**src/rtl/mmcm_drp_reconfig.sv**
```systemverilog
// ---------------------------------------------------------------------------
// mmcm_drp_reconfig
// Runtime reconfiguration controller for a 7-series MMCME2. On request it
// holds the MMCM in reset, rewrites the feedback multiplier (CLKFBOUT) and
// the CLKOUT0..CLKOUT(N_CH-1) dividers through DRP read-modify-write cycles,
// releases reset and waits for lock. After power-up it runs only the reset
// and lock part of that sequence. Timeouts guard every DRP handshake and lock.
//
// Ports
//   clk_i       DRP clock, all logic on its rising edge
//   rst_i       asynchronous active-high reset
//   req_i       start reconfiguration (sampled only while idle)
//   mult_i      CLKFBOUT multiply value, 1..126
//   div_i       per-channel divide values, channel n at [7n+6:7n], 1..126
//   busy_o      controller active, req_i ignored
//   done_o      one-cycle pulse at the end of a request or power-up
//   err_o       last sequence failed, held until the next accepted request
//   daddr_o     DRP address
//   di_o        DRP write data
//   dout_i      DRP read data
//   den_o       DRP enable, one cycle per access
//   dwe_o       DRP write enable, qualified by den_o
//   drdy_i      DRP access complete
//   mmcm_rst_o  drives MMCM RST
//   locked_i    MMCM LOCKED
// ---------------------------------------------------------------------------
module mmcm_drp_reconfig #(
   parameter int N_CH         = 1,
   parameter int RST_HOLD     = 4,
   parameter int DRP_TIMEOUT  = 255,
   parameter int LOCK_TIMEOUT = 65535
) (
   input  logic                clk_i,
   input  logic                rst_i,
   input  logic                req_i,
   input  logic [6:0]          mult_i,
   input  logic [7*N_CH-1:0]   div_i,
   output logic                busy_o,
   output logic                done_o,
   output logic                err_o,
   output logic [6:0]          daddr_o,
   output logic [15:0]         di_o,
   input  logic [15:0]         dout_i,
   output logic                den_o,
   output logic                dwe_o,
   input  logic                drdy_i,
   output logic                mmcm_rst_o,
   input  logic                locked_i
);

   typedef enum logic [3:0] {
      S_HOLD, S_RELEASE, S_WAIT_LOCK, S_DONE, S_IDLE, S_CHECK, S_PRE,
      S_RD, S_RD_W, S_WR1, S_WR1_W, S_WR2, S_WR2_W, S_POST
   } state_t;

   // A shared 16-bit saturating counter times every wait; it is cleared on
   // each state change, so a wait lasting N cycles ends when it reads N-1.
   localparam logic [15:0] HOLD_LAST = 16'(RST_HOLD - 1);
   localparam logic [15:0] DRP_LAST  = 16'(DRP_TIMEOUT - 1);
   localparam logic [15:0] LOCK_LAST = 16'(LOCK_TIMEOUT - 1);
   localparam logic [2:0]  LAST_SET  = 3'(N_CH);

   state_t              state_q, state_d;
   logic [15:0]         cnt_q, cnt_d;
   logic [2:0]          set_q, set_d;       // 0 = feedback, n = CLKOUT(n-1)
   logic [6:0]          mult_q, mult_d;
   logic [7*N_CH-1:0]   div_q, div_d;
   logic                busy_q, busy_d;
   logic                done_q, done_d;
   logic                err_q, err_d;
   logic [6:0]          daddr_q, daddr_d;
   logic [15:0]         di_q, di_d;
   logic                den_q, den_d;
   logic                dwe_q, dwe_d;
   logic                mmcm_rst_q, mmcm_rst_d;

   // Value per register set; unused slots hold a harmless legal value so
   // the array always spans the full 3-bit set index.
   logic [6:0]          set_val [0:7];
   logic [6:0]          ch_bad;
   logic                any_bad;
   logic [6:0]          cur_val;
   logic                dout_unused;

   assign set_val[0] = mult_q;

   genvar gi;
   generate
      for (gi = 0; gi < 7; gi++) begin : g_set
         if (gi < N_CH) begin : g_used
            assign set_val[gi+1] = div_q[7*gi +: 7];
            assign ch_bad[gi]    = (div_q[7*gi +: 7] == 7'd0) ||
                                   (div_q[7*gi +: 7] == 7'd127);
         end else begin : g_unused
            assign set_val[gi+1] = 7'd1;
            assign ch_bad[gi]    = 1'b0;
         end
      end
   endgenerate

   assign any_bad     = (mult_q == 7'd0) || (mult_q == 7'd127) || (|ch_bad);
   assign cur_val     = set_val[set_q];
   // Only the top nibble of the read-back word is preserved.
   assign dout_unused = ^dout_i[11:0];

   // reg1 address of each register set; reg2 is always reg1 + 1.
   function automatic logic [6:0] reg1_addr(input logic [2:0] s);
      logic [6:0] a;
      case (s)
         3'd0:    a = 7'h14;
         3'd1:    a = 7'h08;
         3'd2:    a = 7'h0A;
         3'd3:    a = 7'h0C;
         3'd4:    a = 7'h0E;
         3'd5:    a = 7'h10;
         3'd6:    a = 7'h06;
         default: a = 7'h12;
      endcase
      return a;
   endfunction

   // reg1: preserved top nibble, high time, low time (low takes the odd cycle).
   function automatic logic [15:0] reg1_word(input logic [6:0] d,
                                             input logic [3:0] keep);
      logic [6:0] hi;
      logic [6:0] lo;
      hi = {1'b0, d[6:1]};
      lo = d - hi;
      return {keep, hi[5:0], lo[5:0]};
   endfunction

   // reg2: edge and no_count; phase and fractional fields forced to zero.
   function automatic logic [15:0] reg2_word(input logic [6:0] d);
      return {8'h00, d[0], (d == 7'd1), 6'h00};
   endfunction

   always_ff @(posedge clk_i or posedge rst_i) begin
      if (rst_i) begin
         state_q    <= S_HOLD;
         cnt_q      <= '0;
         set_q      <= '0;
         mult_q     <= '0;
         div_q      <= '0;
         busy_q     <= 1'b1;
         done_q     <= 1'b0;
         err_q      <= 1'b0;
         daddr_q    <= '0;
         di_q       <= '0;
         den_q      <= 1'b0;
         dwe_q      <= 1'b0;
         mmcm_rst_q <= 1'b1;
      end else begin
         state_q    <= state_d;
         cnt_q      <= cnt_d;
         set_q      <= set_d;
         mult_q     <= mult_d;
         div_q      <= div_d;
         busy_q     <= busy_d;
         done_q     <= done_d;
         err_q      <= err_d;
         daddr_q    <= daddr_d;
         di_q       <= di_d;
         den_q      <= den_d;
         dwe_q      <= dwe_d;
         mmcm_rst_q <= mmcm_rst_d;
      end
   end

   always_comb begin
      state_d    = state_q;
      cnt_d      = cnt_q;
      set_d      = set_q;
      mult_d     = mult_q;
      div_d      = div_q;
      busy_d     = busy_q;
      done_d     = 1'b0;
      err_d      = err_q;
      daddr_d    = daddr_q;
      di_d       = di_q;
      den_d      = 1'b0;
      dwe_d      = 1'b0;
      mmcm_rst_d = mmcm_rst_q;

      case (state_q)
         S_HOLD: begin
            if (cnt_q == HOLD_LAST) begin
               state_d    = S_RELEASE;
               mmcm_rst_d = 1'b0;
            end
         end
         S_RELEASE: state_d = S_WAIT_LOCK;
         S_WAIT_LOCK: begin
            if (locked_i) begin
               state_d = S_DONE;
               done_d  = 1'b1;
               busy_d  = 1'b0;
            end else if (cnt_q == LOCK_LAST) begin
               // MMCM reset is left released; it may still lock later.
               state_d = S_DONE;
               done_d  = 1'b1;
               busy_d  = 1'b0;
               err_d   = 1'b1;
            end
         end
         S_DONE: state_d = S_IDLE;
         S_IDLE: begin
            // A request coinciding with the done pulse is dropped.
            if (req_i && !done_q) begin
               state_d = S_CHECK;
               mult_d  = mult_i;
               div_d   = div_i;
               busy_d  = 1'b1;
               err_d   = 1'b0;
            end
         end
         S_CHECK: begin
            if (any_bad) begin
               state_d = S_IDLE;
               err_d   = 1'b1;
               done_d  = 1'b1;
               busy_d  = 1'b0;
            end else begin
               state_d    = S_PRE;
               mmcm_rst_d = 1'b1;
               set_d      = '0;
            end
         end
         S_PRE: begin
            if (cnt_q == HOLD_LAST) begin
               state_d = S_RD;
               den_d   = 1'b1;
               daddr_d = reg1_addr(set_q);
            end
         end
         S_RD:  state_d = S_RD_W;
         S_WR1: state_d = S_WR1_W;
         S_WR2: state_d = S_WR2_W;
         S_RD_W: begin
            if (drdy_i) begin
               state_d = S_WR1;
               den_d   = 1'b1;
               dwe_d   = 1'b1;
               di_d    = reg1_word(cur_val, dout_i[15:12]);
            end
         end
         S_WR1_W: begin
            if (drdy_i) begin
               state_d = S_WR2;
               den_d   = 1'b1;
               dwe_d   = 1'b1;
               daddr_d = reg1_addr(set_q) + 7'd1;
               di_d    = reg2_word(cur_val);
            end
         end
         S_WR2_W: begin
            if (drdy_i) begin
               if (set_q == LAST_SET) begin
                  state_d = S_POST;
               end else begin
                  state_d = S_RD;
                  set_d   = set_q + 3'd1;
                  den_d   = 1'b1;
                  daddr_d = reg1_addr(set_q + 3'd1);
               end
            end
         end
         S_POST: begin
            if (cnt_q == HOLD_LAST) begin
               state_d    = S_RELEASE;
               mmcm_rst_d = 1'b0;
            end
         end
         default: state_d = S_HOLD;
      endcase

      // DRP handshake timeout: abandon the remaining registers and leave
      // the MMCM held in reset, since its configuration is now partial.
      if ((state_q == S_RD_W || state_q == S_WR1_W || state_q == S_WR2_W) &&
          !drdy_i && cnt_q == DRP_LAST) begin
         state_d    = S_IDLE;
         err_d      = 1'b1;
         done_d     = 1'b1;
         busy_d     = 1'b0;
         mmcm_rst_d = 1'b1;
      end

      if (state_d != state_q) begin
         cnt_d = '0;
      end else if (cnt_q != 16'hFFFF) begin
         cnt_d = cnt_q + 16'd1;
      end
   end

   assign busy_o     = busy_q;
   assign done_o     = done_q;
   assign err_o      = err_q;
   assign daddr_o    = daddr_q;
   assign di_o       = di_q;
   assign den_o      = den_q;
   assign dwe_o      = dwe_q;
   assign mmcm_rst_o = mmcm_rst_q;

endmodule

```
**config.mk**
```make
export PLATFORM = sky130hd
export DESIGN_NAME = mmcm_drp_reconfig
export DESIGN_NICKNAME = d
export VERILOG_FILES = /design/src/rtl/mmcm_drp_reconfig.sv
export SDC_FILE = /design/constraint.sdc
export NUM_CORES = 1
export LEC_CHECK = 0
export CORE_UTILIZATION = 58
export CTS_CLUSTER_DIAMETER = 40
export DETAILED_ROUTE_END_ITERATION = 6
export GPL_TIMING_DRIVEN = 0
export PLACE_DENSITY_LB_ADDON = 0.2
export SLEW_MARGIN = 20
export SYNTH_ARGS = -nofsm -noshare
export SYNTH_HDL_FRONTEND = slang
export SYNTH_SLANG_ARGS = --single-unit
```
**constraint.sdc**
```tcl
create_clock -name clk_i -period 4.85 [get_ports clk_i]
set_clock_uncertainty 0.2 [all_clocks]
set_input_delay 0.7275 -clock clk_i [delete_from_list [all_inputs] [get_ports clk_i]]
set_output_delay 0.7275 -clock clk_i [all_outputs]
set_load 0.02 [all_outputs]
```
# Word-level counts from Yosys, hierarchy flattened
# Cells that the tools add are included.
# totals
ff_bits,66
out_inout_bits,29
inputBits,35
# classes
n_bitwise,1
n_lt_le_gt_ge,1
n_reduce_logical,30
add_sub_neg,4
n_mux,60
n_eq_ne,46
# op_table
cell,count
5-bit one-hot mux with 7 select lines,2
16-bit 2-to-1 mux,4
7-bit 2-to-1 mux,8
4-bit one-hot mux with 13 select lines,1
4-bit 2-to-1 mux,10
16-bit one-hot mux with 2 select lines,1
4-bit == test (second input constant),6
1-bit 2-to-1 mux,22
7-bit binary-select mux with 3-bit select,1
7-bit one-hot mux with 3 select lines,1
3-bit == test (second input constant),6
16-bit by 1-bit adder with 16-bit output (second input constant),1
16-bit == test (second input constant),1
16-bit by 2-bit == test with 1-bit output (second input constant),1
16-bit by 8-bit == test with 1-bit output (second input constant),1
4-bit by 3-bit == test with 1-bit output (second input constant),4
16-bit inequality test (second input constant),1
3-bit inequality test (second input constant),5
7-bit == test (second input constant),2
7-bit zero test,2
3-bit by 2-bit == test with 1-bit output (second input constant),4
2-bit inequality test (second input constant),6
5-bit AND reduction,2
3-bit 2-to-1 mux,3
28 further kinds,47

# Depth between registers and ports, before layout
# Gate-level depths: netlist of the first run.
# logic_depth
depth_word,8
ltp_mapped,12
mapped_depth_nobuf,11

# Worst setup path after synthesis of the first run
# Ideal clock, no wire load.
# synth_path
kind,reg-to-reg
from,register set_q[0]
to,register di_q[5] (netlist: di_o[5])
required_time_ns,4.581
setup_slack_ns,2.234
setup_time_ns,0.069
path_stages_with_launch,11
n_path_buf,1
arrival_time_ns,2.347
cell_sequence,dfrtp_1 > buf_2 > mux2_2 > nand3_1 > inv_1 > ha_1 > nor2b_1 > o21ai_0 > a31oi_1 > or4_1 > nand3_1
# synth_between
elab_chain_cells,7
# synth_rtl
item,line,source
"start, declared",65,"logic [2:0] set_q, set_d;"
"start signal, assigned",155,set_q <= set_d;
3-bit NOT with 4-bit output (not written as such),102,assign cur_val = set_val[set_q];
7-bit binary-select mux with 3-bit select,102,
7-bit 2-to-1 mux (not written as such) (2 in a row),102,
6-bit subtractor,128,lo = d - hi;
16-bit 2-to-1 mux,239,if (drdy_i) begin
16-bit one-hot mux with 2 select lines,184,case (state_q)
"end signal, assigned",162,di_q <= di_d;
"end, declared",72,"logic [15:0] di_q, di_d;"
# No other way between the ends. The select of a mux whose other input is x is not followed.
# A chain may end at the register's enable or synchronous reset.

# Final worst setup path of the first run
# layout_path
from,register set_q[2]
to,register di_q[5] (netlist: di_o[5])
# Same word-level chain as after synthesis.

==> impl_metrics.py, run 1 <==
metrics = {
    "layout": {
        "drive_gt1_frac": 0.163,
        "final_cell_count_no_fill": 530,
        "final_cell_area_sq_um": 4740,
        "flow.area_growth_from_synthesis_pct": 20.6,
        "post-route-util": 0.733,
        "insertedDiodeCount": 0,
        "finish.net_count": 500,
    },
    "pwr": {
        "switching_power_uw": 1300,
        "sw_frac_of_total": 0.427,
        "irDropWorstVdd_mv": 0.361,
        "power_frac_clock": 0.153,
        "p_leak_uw": 0.00204,
        "intPower_uw": 1750,
        "power_density_nw_per_um2": 643,
        "p_seq_frac": 0.282,
        "share_comb_of_total_power": 0.565,
        "total_chip_power_uw": 3050,
    },
    "timing": {
        "rsz0062_at_grt": "false",
        "finalSetupViolations": 0,
        "slew_headroom": 0.622,
        "report.final.slew_viol_count": 0,
        "layout_worst_path_cycle_share": 0.621,
        "max_freq_ghz": 0.332,
        "finalHoldViolCount": 0,
        "setup_total_negative_slack_ns": 0,
        "finalCriticalPeriod_ns": 3.01,
        "worst_slew_pin_slew_ns": 0.564,
    },
    "logic_synthesis": {
        "synth_cells": 387,
        "synthesis.area_per_instance_sq_um": 10.1,
        "synth-seq-cells": 64,
        "synth_top_area_cells": "sky130_fd_sc_hd__dfrtp_1 40%, sky130_fd_sc_hd__mux2_2 5.4%, sky130_fd_sc_hd__ha_1 5.1%",
        "count_of_flip_flops_with_a_built_in_enable_after_synthesis": 0,
        "netlist.area_leader.share": 0.395,
        "proportion_of_synthesized_chip_area_in_sequential_cells": 0.409,
        "synthArstFlopShare": 1.00,
        "synthFlopType": "sky130_fd_sc_hd__dfrtp_1",
        "synth.cell_area_sq_um": 3930,
        "ys.warnings.count": 0,
        "synth_largest_area_cell": "sky130_fd_sc_hd__dfrtp_1",
        "netlist_cell_types": 69,
    },
    "critical_path": {
        "startpoint_of_the_most_critical_setup_path": "set_q[2]",
        "largest_stage_delay_on_the_critical_path_ns": 0.48,
        "required_ns": 4.94,
        "r2r-start": "set_q[2]",
        "critical-path-slowest-cell": "sky130_fd_sc_hd__or4_1",
        "path_max_fanout": 10,
        "critPathArrivalTime_ns": 3.10,
        "nature_of_the_critical_path_startpoint": "flop",
        "worst_setup_path_category": "reg2reg",
        "critical_path.endpoint_type": "flop",
        "worstPathCellList": "buf_2 -> or2_1 -> nor2_1 -> inv_1 -> ha_1 -> nor2b_1 -> o21ai_0 -> a31oi_1 -> or4_1 -> nand3_1",
    },
    "routing": {
        "drt_iter0_markers": 135,
        "vias_per_cell": 6.07,
        "drcViolationCount": 10,
        "drt_wl_total_mm": 8.85,
        "route.detailed.wl_per_inst_um": 16.7,
        "drt_antenna_net_count": 0,
        "num_vias": 3217,
        "firstDrtPassIters": 6,
    },
    "grt": {
        "overflow": 0,
        "grt_util_all_layers": 0.273,
        "grt_pass1_wl_mm": 15.4,
        "pin_count_of_the_biggest_net_entering_global_routing": 48,
        "via_count_of_the_first_global_routing_pass": 3219,
        "grt_antenna_before_repair": 0,
    },
    "floorplanning": {
        "placementRows": 29,
        "start_util": 0.608,
        "ios": 64,
        "core_area_sq_um": 6460,
        "dieWidth_um": 84.3,
        "die-height_um": 84.3,
        "die_area_sq_um": 7100,
    },
    "cts": {
        "cts.path.max_buffers": 2,
        "postCtsResizedCells": 0,
        "cts_htree_levels": 3,
        "clkSlewWorstSetupHoldPaths_ns": 0.07,
        "hold_buffers": 0,
        "numCtsBuffers": 9,
        "clkLatencyLatePin_ns": 0.35,
        "clock_tree.root_cell": "sky130_fd_sc_hd__clkbuf_8",
        "post-cts-setup-buffer-count": 0,
        "tritoncts": "done",
        "clock-sinks": 64,
    },
    "place": {
        "placed_cells_incl_taps": 514,
        "portBuffers": 48,
        "weighted_congestion_reported_at_the_end_of_routability_driven_placement": 0.951,
        "placed_cell_area_sq_um": 4540,
        "detailedPlacementHpwl_mm": 6.45,
    },
    "status": {
        "violations": "DRC",
        "run_status": "finished with violations",
    },
    "hold_path": {
        "worstHoldPathType": "reg2reg",
        "hp-start": "busy_o",
    },
    "run": {
        "drv_cap": 0,
    },
}
[flip-flops by register name, summed over array words and instances, names as in the netlist]
name and flops:
dwe_o 1, done_o 1, di_o 16, err_o 1
daddr_o 5, set_q 3, div_q 7, cnt_q 16
mmcm_rst_o 1, den_o 1, mult_q 7, busy_o 1
state_q 4
[synth_stat cells, types with 4 or more instances]
| cell | instances |
|---|---|
| sky130_fd_sc_hd__nand3_1 | 14 |
| sky130_fd_sc_hd__nor2b_1 | 6 |
| sky130_fd_sc_hd__clkbuf_1 | 5 |
| sky130_fd_sc_hd__dfrtp_1 | 62 |
| sky130_fd_sc_hd__o211ai_1 | 5 |
| sky130_fd_sc_hd__or3_1 | 4 |
| sky130_fd_sc_hd__a21oi_1 | 13 |
| sky130_fd_sc_hd__nor3_2 | 11 |
| sky130_fd_sc_hd__xnor2_1 | 8 |
| sky130_fd_sc_hd__inv_1 | 21 |
| sky130_fd_sc_hd__a31oi_1 | 4 |
| sky130_fd_sc_hd__ha_1 | 16 |
| sky130_fd_sc_hd__nor2_1 | 24 |
| sky130_fd_sc_hd__nand2_1 | 25 |
| sky130_fd_sc_hd__and3_1 | 5 |
| sky130_fd_sc_hd__mux2i_1 | 11 |
| sky130_fd_sc_hd__xor2_1 | 7 |
| sky130_fd_sc_hd__a211oi_1 | 5 |
| sky130_fd_sc_hd__nand4_1 | 9 |
| sky130_fd_sc_hd__mux2_2 | 19 |
| sky130_fd_sc_hd__buf_2 | 8 |
| sky130_fd_sc_hd__o21ai_0 | 19 |
| sky130_fd_sc_hd__nor3_1 | 6 |
| sky130_fd_sc_hd__or4_1 | 5 |
| sky130_fd_sc_hd__nor4_1 | 5 |
| sky130_fd_sc_hd__a22o_1 | 9 |
[worst paths after layout]
| path | endpoint | slack, ns | cells past startpoint |
|---|---|---|---|
| worst min-delay path | busy_o | 0.27 | 2 |
| worst min register to register | busy_o | 0.27 | 2 |
| min in group asynchronous | cnt_q[9] | 0.48 | 2 |
| max in group asynchronous | mmcm_rst_o | 3.43 | 3 |
| worst max register to register | di_o[5] | 1.84 | 10 |
| worst max-delay path | di_o[5] | 1.84 | 10 |
[metal layers]
metal	GRT usage	wire length (um)
met5	0	0
met3	0.0403	260
met4	0.102	169
met2	0.458	4300
met1	0.362	4120
[cells by family after synthesis]
logic type               share of synthesized area
buffers and inverters                       0.0516
XOR/XNOR                                    0.0335
adder cells (fa/ha/maj)                     0.0561
other                                     0.000955
AO/OA/AOI/OAI                                0.157
flip-flops                                   0.409
AND/OR/NAND/NOR                              0.209
multiplexers                                0.0825
[worst max-delay path, delay by kind of cell (launching register included)]
family / cells / cell delay [ns]
compound gates: 2 / 0.34
fa+ha+maj: 1 / 0.31
buf+inv: 2 / 0.37
flops: 1 / 0.40
simple gates: 5 / 1.33
[cells in the final DEF (no fill, tap or decap), types with 6 or more instances in the layout]
master,Yosys,routed
sky130_fd_sc_hd__nor2_1,24,24
sky130_fd_sc_hd__nor3_1,6,6
sky130_fd_sc_hd__clkbuf_8,0,11
sky130_fd_sc_hd__dfrtp_1,62,62
sky130_fd_sc_hd__mux2i_1,11,11
sky130_fd_sc_hd__a22o_1,9,9
sky130_fd_sc_hd__xnor2_1,8,8
sky130_fd_sc_hd__mux2_2,19,19
sky130_fd_sc_hd__a21oi_1,13,13
sky130_fd_sc_hd__xor2_1,7,7
sky130_fd_sc_hd__clkdlybuf4s50_1,0,48
sky130_fd_sc_hd__inv_1,21,20
sky130_fd_sc_hd__nor3_2,11,11
sky130_fd_sc_hd__ha_1,16,16
sky130_fd_sc_hd__clkbuf_1,5,7
sky130_fd_sc_hd__buf_2,8,8
sky130_fd_sc_hd__nand3_1,14,14
sky130_fd_sc_hd__nand4_1,9,9
sky130_fd_sc_hd__nand2_1,25,25
sky130_fd_sc_hd__nor2b_1,6,6
sky130_fd_sc_hd__o21ai_0,19,19
[area by class of cell]
class                           instances  area, sq um
Multi-Input combinational cell        283         2120
Tap cell                               77         96.3
Clock buffer                           13          159
Clock inverter                          3         40.0
Sequential cell                        64         1600
Timing Repair Buffer                   49          508
Inverter                               21         81.3
Fill cell                             485         1720
Buffer                                 20          124
[power by group through the flow]
stage	clock network, uW	logic [uW]	registers (uW)
floorplan	0	1100	952
global placement	0	1630	857
detailed placement	0	1680	866
CTS	469	1710	860
global route	489	1900	887
finish	467	1720	859
[stage by stage]
step / setup slack [ns] / hold WS [ns]
3_5_place_dp: 1.88 / 0.255
5_1_grt: 1.69 / 0.290
3_3_place_gp: 1.22 / 0.251
4_1_cts: 1.86 / 0.273
6_report: 1.84 / 0.267
2_1_floorplan: 2.23 / 0.291
Note: power is estimated with default switching activity, not from simulation.
==> run 2, diff against run 1 <==
CORE_UTILIZATION = 49   (was 58)
clock period = 2.5 ns   (was 4.85 ns; I/O delays follow)
==> impl_metrics.py, run 2 (synthesis results as in run 1) <==
metrics = {
    "critical_path": {
        "startpoint_of_the_most_critical_setup_path": "set_q[1]",
        "path_max_fanout": 6,
        "worst_setup_path_category": "reg2reg",
        "nature_of_the_critical_path_startpoint": "flop",
        "required_ns": 2.54,
        "critPathArrivalTime_ns": 2.55,
        "worst-r2r-cell-count": 10,
        "r2r_end": "di_o[4]",
        "setup.worst_path.end": "di_o[4]",
        "critical_path.endpoint_type": "flop",
        "r2r-start": "set_q[1]",
        "regToRegSetupSlack_ns": -0.008,
    },
    "grt": {
        "pin_count_of_the_biggest_net_entering_global_routing": 53,
        "grt_util_all_layers": 0.227,
        "grt_antenna_before_repair": 0,
        "grt_pass1_wl_mm": 14.9,
        "via_count_of_the_first_global_routing_pass": 3116,
        "overflow": 0,
    },
    "timing": {
        "layout_worst_path_cycle_share": 1.00,
        "max_freq_ghz": 0.399,
        "worst_slew_pin_slew_ns": 0.571,
        "post-route-worst-setup-slack_ns": -0.00780,
        "fin_worst_hold_slack_ns": 0.0881,
        "finalHoldViolCount": 0,
        "finalCriticalPeriod_ns": 2.51,
        "slew_headroom": 0.618,
        "rsz0062_at_grt": "true",
        "finalSetupViolations": 1,
        "report.final.slew_viol_count": 0,
    },
    "cts": {
        "cts.path.max_buffers": 2,
        "clkLatencyLatePin_ns": 0.35,
        "hold_buffers": 0,
        "numCtsBuffers": 9,
        "clock-sinks": 64,
        "clkSlewWorstSetupHoldPaths_ns": 0.07,
        "clock_tree.root_cell": "sky130_fd_sc_hd__clkbuf_8",
        "cts_htree_levels": 3,
        "tritoncts": "done",
    },
    "floorplanning": {
        "die-height_um": 91.5,
        "core_area_sq_um": 7730,
        "ios": 64,
        "start_util": 0.508,
        "dieWidth_um": 91.5,
        "die_area_sq_um": 8380,
        "placementRows": 32,
    },
    "layout": {
        "post-route-util": 0.659,
        "final_cell_area_sq_um": 5090,
        "final_cell_mix": "61 x sky130_fd_sc_hd__dfrtp_1, 48 x sky130_fd_sc_hd__clkdlybuf4s50_1, 25 x sky130_fd_sc_hd__nand2_1",
        "insertedDiodeCount": 0,
        "mostFrequentLayoutCell": "sky130_fd_sc_hd__dfrtp_1",
        "finish.net_count": 518,
        "num-fill-cells": 601,
        "drive_gt1_frac": 0.263,
        "flow.area_growth_from_synthesis_pct": 29.7,
    },
    "status": {
        "violations": "setup timing",
        "run_status": "finished with violations",
    },
    "place": {
        "placed_cell_area_sq_um": 4580,
        "weighted_congestion_reported_at_the_end_of_routability_driven_placement": 0.868,
        "detailedPlacementHpwl_mm": 6.14,
        "portBuffers": 48,
    },
    "routing": {
        "drt_antenna_net_count": 0,
        "firstDrtPassIters": 4,
        "drcViolationCount": 0,
        "drt_wl_total_mm": 8.94,
        "vias_per_cell": 5.66,
        "route.detailed.wl_per_inst_um": 15.6,
        "drt_iter0_markers": 122,
        "num_vias": 3244,
    },
    "hold_path": {
        "worstHoldPathType": "in2async",
    },
    "pwr": {
        "total_chip_power_uw": 6770,
        "irDropWorstVdd_mv": 0.547,
        "p_leak_uw": 0.00216,
        "power_density_nw_per_um2": 1330,
    },
    "run": {
        "drv_cap": 0,
    },
}
-- run 2: cell types whose count changed in the layout (fill, tap and decap cells not counted), sizes merged --
cell,delta
buf,+18
bufinv,+1
clkbuf,-2
clkinv,-1
clkinvlp,+2
-- run 2: metrics by stage --
stage,TNS (ns),setup slack [ns],instances
finish,-0.00780,-0.00780,573
floorplan,0,0.0278,388
global route,-0.146,-0.0949,573
global placement,-53.02,-0.846,538
CTS,-0.0723,-0.0723,568
detailed placement,-0.752,-0.237,539
-- run 2: layout make-up --
class / count / area, sq um / area share
clock buffer: 11 / 141 / 0.0278
clock inverter: 5 / 80.1 / 0.0157
inverter: 21 / 86.3 / 0.0169
buffer: 19 / 125 / 0.0246
multi-input combinational: 283 / 2270 / 0.446
timing repair buffer: 68 / 654 / 0.128
tap: 102 / 128 / 0.0251
sequential: 64 / 1610 / 0.315
-- run 2: worst min path at each step --
stage / from / endpoint / slack (ns) / cells after the start
after floorplan: busy_o / busy_o / 0.29 / 2
after global placement: busy_o / busy_o / 0.25 / 2
after detailed placement: busy_o / busy_o / 0.25 / 2
after CTS: rst_i / cnt_q[9] / 0.09 / 2
after global routing: rst_i / done_o / 0.13 / 2
final: rst_i / cnt_q[4] / 0.09 / 2
-- run 2: power by group --
part,total (uW),switching [uW],internal [uW]
clock,1000,417,587
sequential,1670,268,1400
combinational,4100,2130,1970
total,6770,2810,3960
-- run 2: timing repair --
item	in CTS	in global routing
setup endpoints to repair	12	15
resized for setup	22	19
cloned	0	0
pin swaps	8	13
hold endpoints to repair	0	0
buffers inserted	13	6
-- run 2: per-layer routing --
layer,routed length (um),vias to the layer above,track usage,share of wire
met1,4200,1544,0.313,0.47
met5,0,-,0,0
met2,4180,89,0.357,0.47
li1,-,1591,-,-
met4,204,0,0.101,0.023
met3,358,20,0.0318,0.040
-- run 2: critical path: stages (launching register included) --
cell and delay (ns):
sky130_fd_sc_hd__dfrtp_2 0.46, sky130_fd_sc_hd__or2_4 0.31, sky130_fd_sc_hd__nor2_4 0.17, sky130_fd_sc_hd__inv_4 0.06, sky130_fd_sc_hd__buf_4 0.14, sky130_fd_sc_hd__fa_2 0.40, sky130_fd_sc_hd__nor2b_4 0.14, sky130_fd_sc_hd__o21ai_1 0.13
sky130_fd_sc_hd__nand2_1 0.08, sky130_fd_sc_hd__xnor2_1 0.12, sky130_fd_sc_hd__a22o_1 0.19
==> run 3, diff against run 2 <==
RECOVER_POWER = 100   (was default)
==> impl_metrics.py, run 3 (synthesis results as in run 1) <==
metrics = {
    "status": {
        "run_status": "finished with violations",
        "violations": "setup timing",
    },
    "layout": {
        "final_cell_count_no_fill": 573,
        "finish.net_count": 518,
        "mostFrequentLayoutCell": "sky130_fd_sc_hd__dfrtp_1",
        "flow.area_growth_from_synthesis_pct": 29.1,
        "ff_latch_area_sq_um": 1610,
        "multiInputGateArea_sq_um": 2270,
        "insertedDiodeCount": 0,
        "drive_gt1_frac": 0.259,
        "final_cell_mix": "61 x sky130_fd_sc_hd__dfrtp_1, 28 x sky130_fd_sc_hd__dlygate4sd3_1, 25 x sky130_fd_sc_hd__nand2_1",
        "num-fill-cells": 606,
    },
    "critical_path": {
        "worst-r2r-cell-count": 12,
        "nature_of_the_critical_path_startpoint": "flop",
        "required_ns": 2.54,
        "worst_setup_path_category": "reg2reg",
        "critPathArrivalTime_ns": 2.55,
        "startpoint_of_the_most_critical_setup_path": "set_q[0]",
        "r2r-start": "set_q[0]",
        "setup.worst_path.end": "di_o[4]",
        "regToRegSetupSlack_ns": -0.006,
        "path_max_fanout": 7,
        "critical_path.endpoint_type": "flop",
        "r2r_end": "di_o[4]",
    },
    "place": {
        "portBuffers": 48,
        "detailedPlacementHpwl_mm": 6.14,
        "placed_cells_incl_taps": 539,
        "weighted_congestion_reported_at_the_end_of_routability_driven_placement": 0.868,
        "dpl_worst_slack_ns": -0.237,
    },
    "routing": {
        "drt_antenna_net_count": 0,
        "route.detailed.wl_per_inst_um": 15.5,
        "drt_iter0_markers": 124,
        "vias_per_cell": 5.66,
        "num_vias": 3243,
        "drcViolationCount": 0,
        "firstDrtPassIters": 4,
        "drt_wl_total_mm": 8.91,
    },
    "grt": {
        "grt_antenna_before_repair": 0,
        "grt_util_all_layers": 0.227,
        "overflow": 0,
        "pin_count_of_the_biggest_net_entering_global_routing": 53,
        "grt_pass1_wl_mm": 14.9,
        "via_count_of_the_first_global_routing_pass": 3116,
    },
    "hold_path": {
        "hp-start": "drdy_i",
        "worstHoldPathType": "in2reg",
    },
    "cts": {
        "clock-sinks": 64,
        "tritoncts": "done",
        "clkLatencyLatePin_ns": 0.35,
        "hold_buffers": 0,
        "numCtsBuffers": 9,
        "clock_tree.root_cell": "sky130_fd_sc_hd__clkbuf_8",
        "clkSlewWorstSetupHoldPaths_ns": 0.08,
        "cts_htree_levels": 3,
        "cts.path.max_buffers": 2,
    },
    "pwr": {
        "p_leak_uw": 0.00219,
        "power_frac_clock": 0.151,
        "power_density_nw_per_um2": 1320,
        "switching_power_uw": 2800,
        "share_comb_of_total_power": 0.601,
        "sw_frac_of_total": 0.418,
        "intPower_uw": 3890,
        "p_seq_frac": 0.249,
        "total_chip_power_uw": 6690,
        "irDropWorstVdd_mv": 0.534,
    },
    "run": {
        "drv_cap": 0,
    },
    "timing": {
        "finalCriticalPeriod_ns": 2.51,
        "finalHoldViolCount": 0,
        "finalSetupViolations": 1,
        "worst_slew_pin_slew_ns": 0.691,
        "setup_total_negative_slack_ns": -0.00590,
        "layout_worst_path_cycle_share": 1.00,
        "fin_worst_hold_slack_ns": 0.126,
        "report.final.slew_viol_count": 0,
        "slew_headroom": 0.540,
        "rsz0062_at_grt": "true",
        "post-route-worst-setup-slack_ns": -0.00590,
        "max_freq_ghz": 0.399,
    },
    "floorplanning": {
        "core_area_sq_um": 7730,
        "die-height_um": 91.5,
        "placementRows": 32,
        "die_area_sq_um": 8380,
        "dieWidth_um": 91.5,
        "ios": 64,
        "start_util": 0.508,
    },
}
[run 3: cell count changes in the layout (fill, tap and decap cells not counted), sizes merged]
cell	change
clkdlybuf4s50	-28
dlygate4sd3	+28
buf	-2
clkbuf	+2
clkinvlp	+1
inv	-1
[run 3: stage by stage]
stage	util	area [sq um]
after floorplan	-	3940
after global placement	0.589	4550
after detailed placement	0.593	4580
after CTS	0.645	4990
after global routing	0.656	5070
final	0.656	5070
[run 3: layer usage]
metal / global-route usage / vias up / wire length (um)
met5: 0 / - / 0
met4: 0.101 / 0 / 204
met3: 0.0318 / 20 / 356
met2: 0.357 / 89 / 4170
met1: 0.313 / 1546 / 4180
li1: - / 1588 / -
[run 3: timing repair]
action                     CTS  global route
setup buffers               13             6
gates resized for setup     22            19
pin swaps                    8            13
setup endpoints to repair   12            15
[run 3: worst min path at each step]
stage / endpoint / slack [ns] / depth (start not counted)
CTS: cnt_q[9] / 0.09 / 2
detailed placement: busy_o / 0.25 / 2
global placement: busy_o / 0.25 / 2
finish: set_q[0] / 0.13 / 3
floorplan: busy_o / 0.29 / 2
global route: set_q[0] / 0.18 / 3
[run 3: final cells by class]
type | count | area share
multi-input combinational | 283 | 0.448
inverter | 21 | 0.0168
sequential | 64 | 0.317
tap | 102 | 0.0252
buffer | 19 | 0.0244
clock inverter | 5 | 0.0158
timing repair buffer | 68 | 0.125
clock buffer | 11 | 0.0279
[run 3: power by group through the flow]
stage	sequential (uW)	combinational (uW)	clock, uW
floorplan	1850	2170	0
global placement	1670	3220	0
detailed placement	1680	3290	0
CTS	1660	3680	1020
global route	1720	4370	1060
finish	1660	4020	1010
[run 3: critical path: stages (launching register included)]
cell	delay (ns)
sky130_fd_sc_hd__dfrtp_1	0.39
sky130_fd_sc_hd__buf_6	0.15
sky130_fd_sc_hd__mux2_4	0.23
sky130_fd_sc_hd__nand3_4	0.09
sky130_fd_sc_hd__inv_4	0.10
sky130_fd_sc_hd__ha_4	0.16
sky130_fd_sc_hd__inv_2	0.04
sky130_fd_sc_hd__fa_2	0.37
sky130_fd_sc_hd__nor2b_4	0.14
sky130_fd_sc_hd__o21ai_1	0.13
sky130_fd_sc_hd__nand2_1	0.08
sky130_fd_sc_hd__xnor2_1	0.12
sky130_fd_sc_hd__a22o_1	0.19
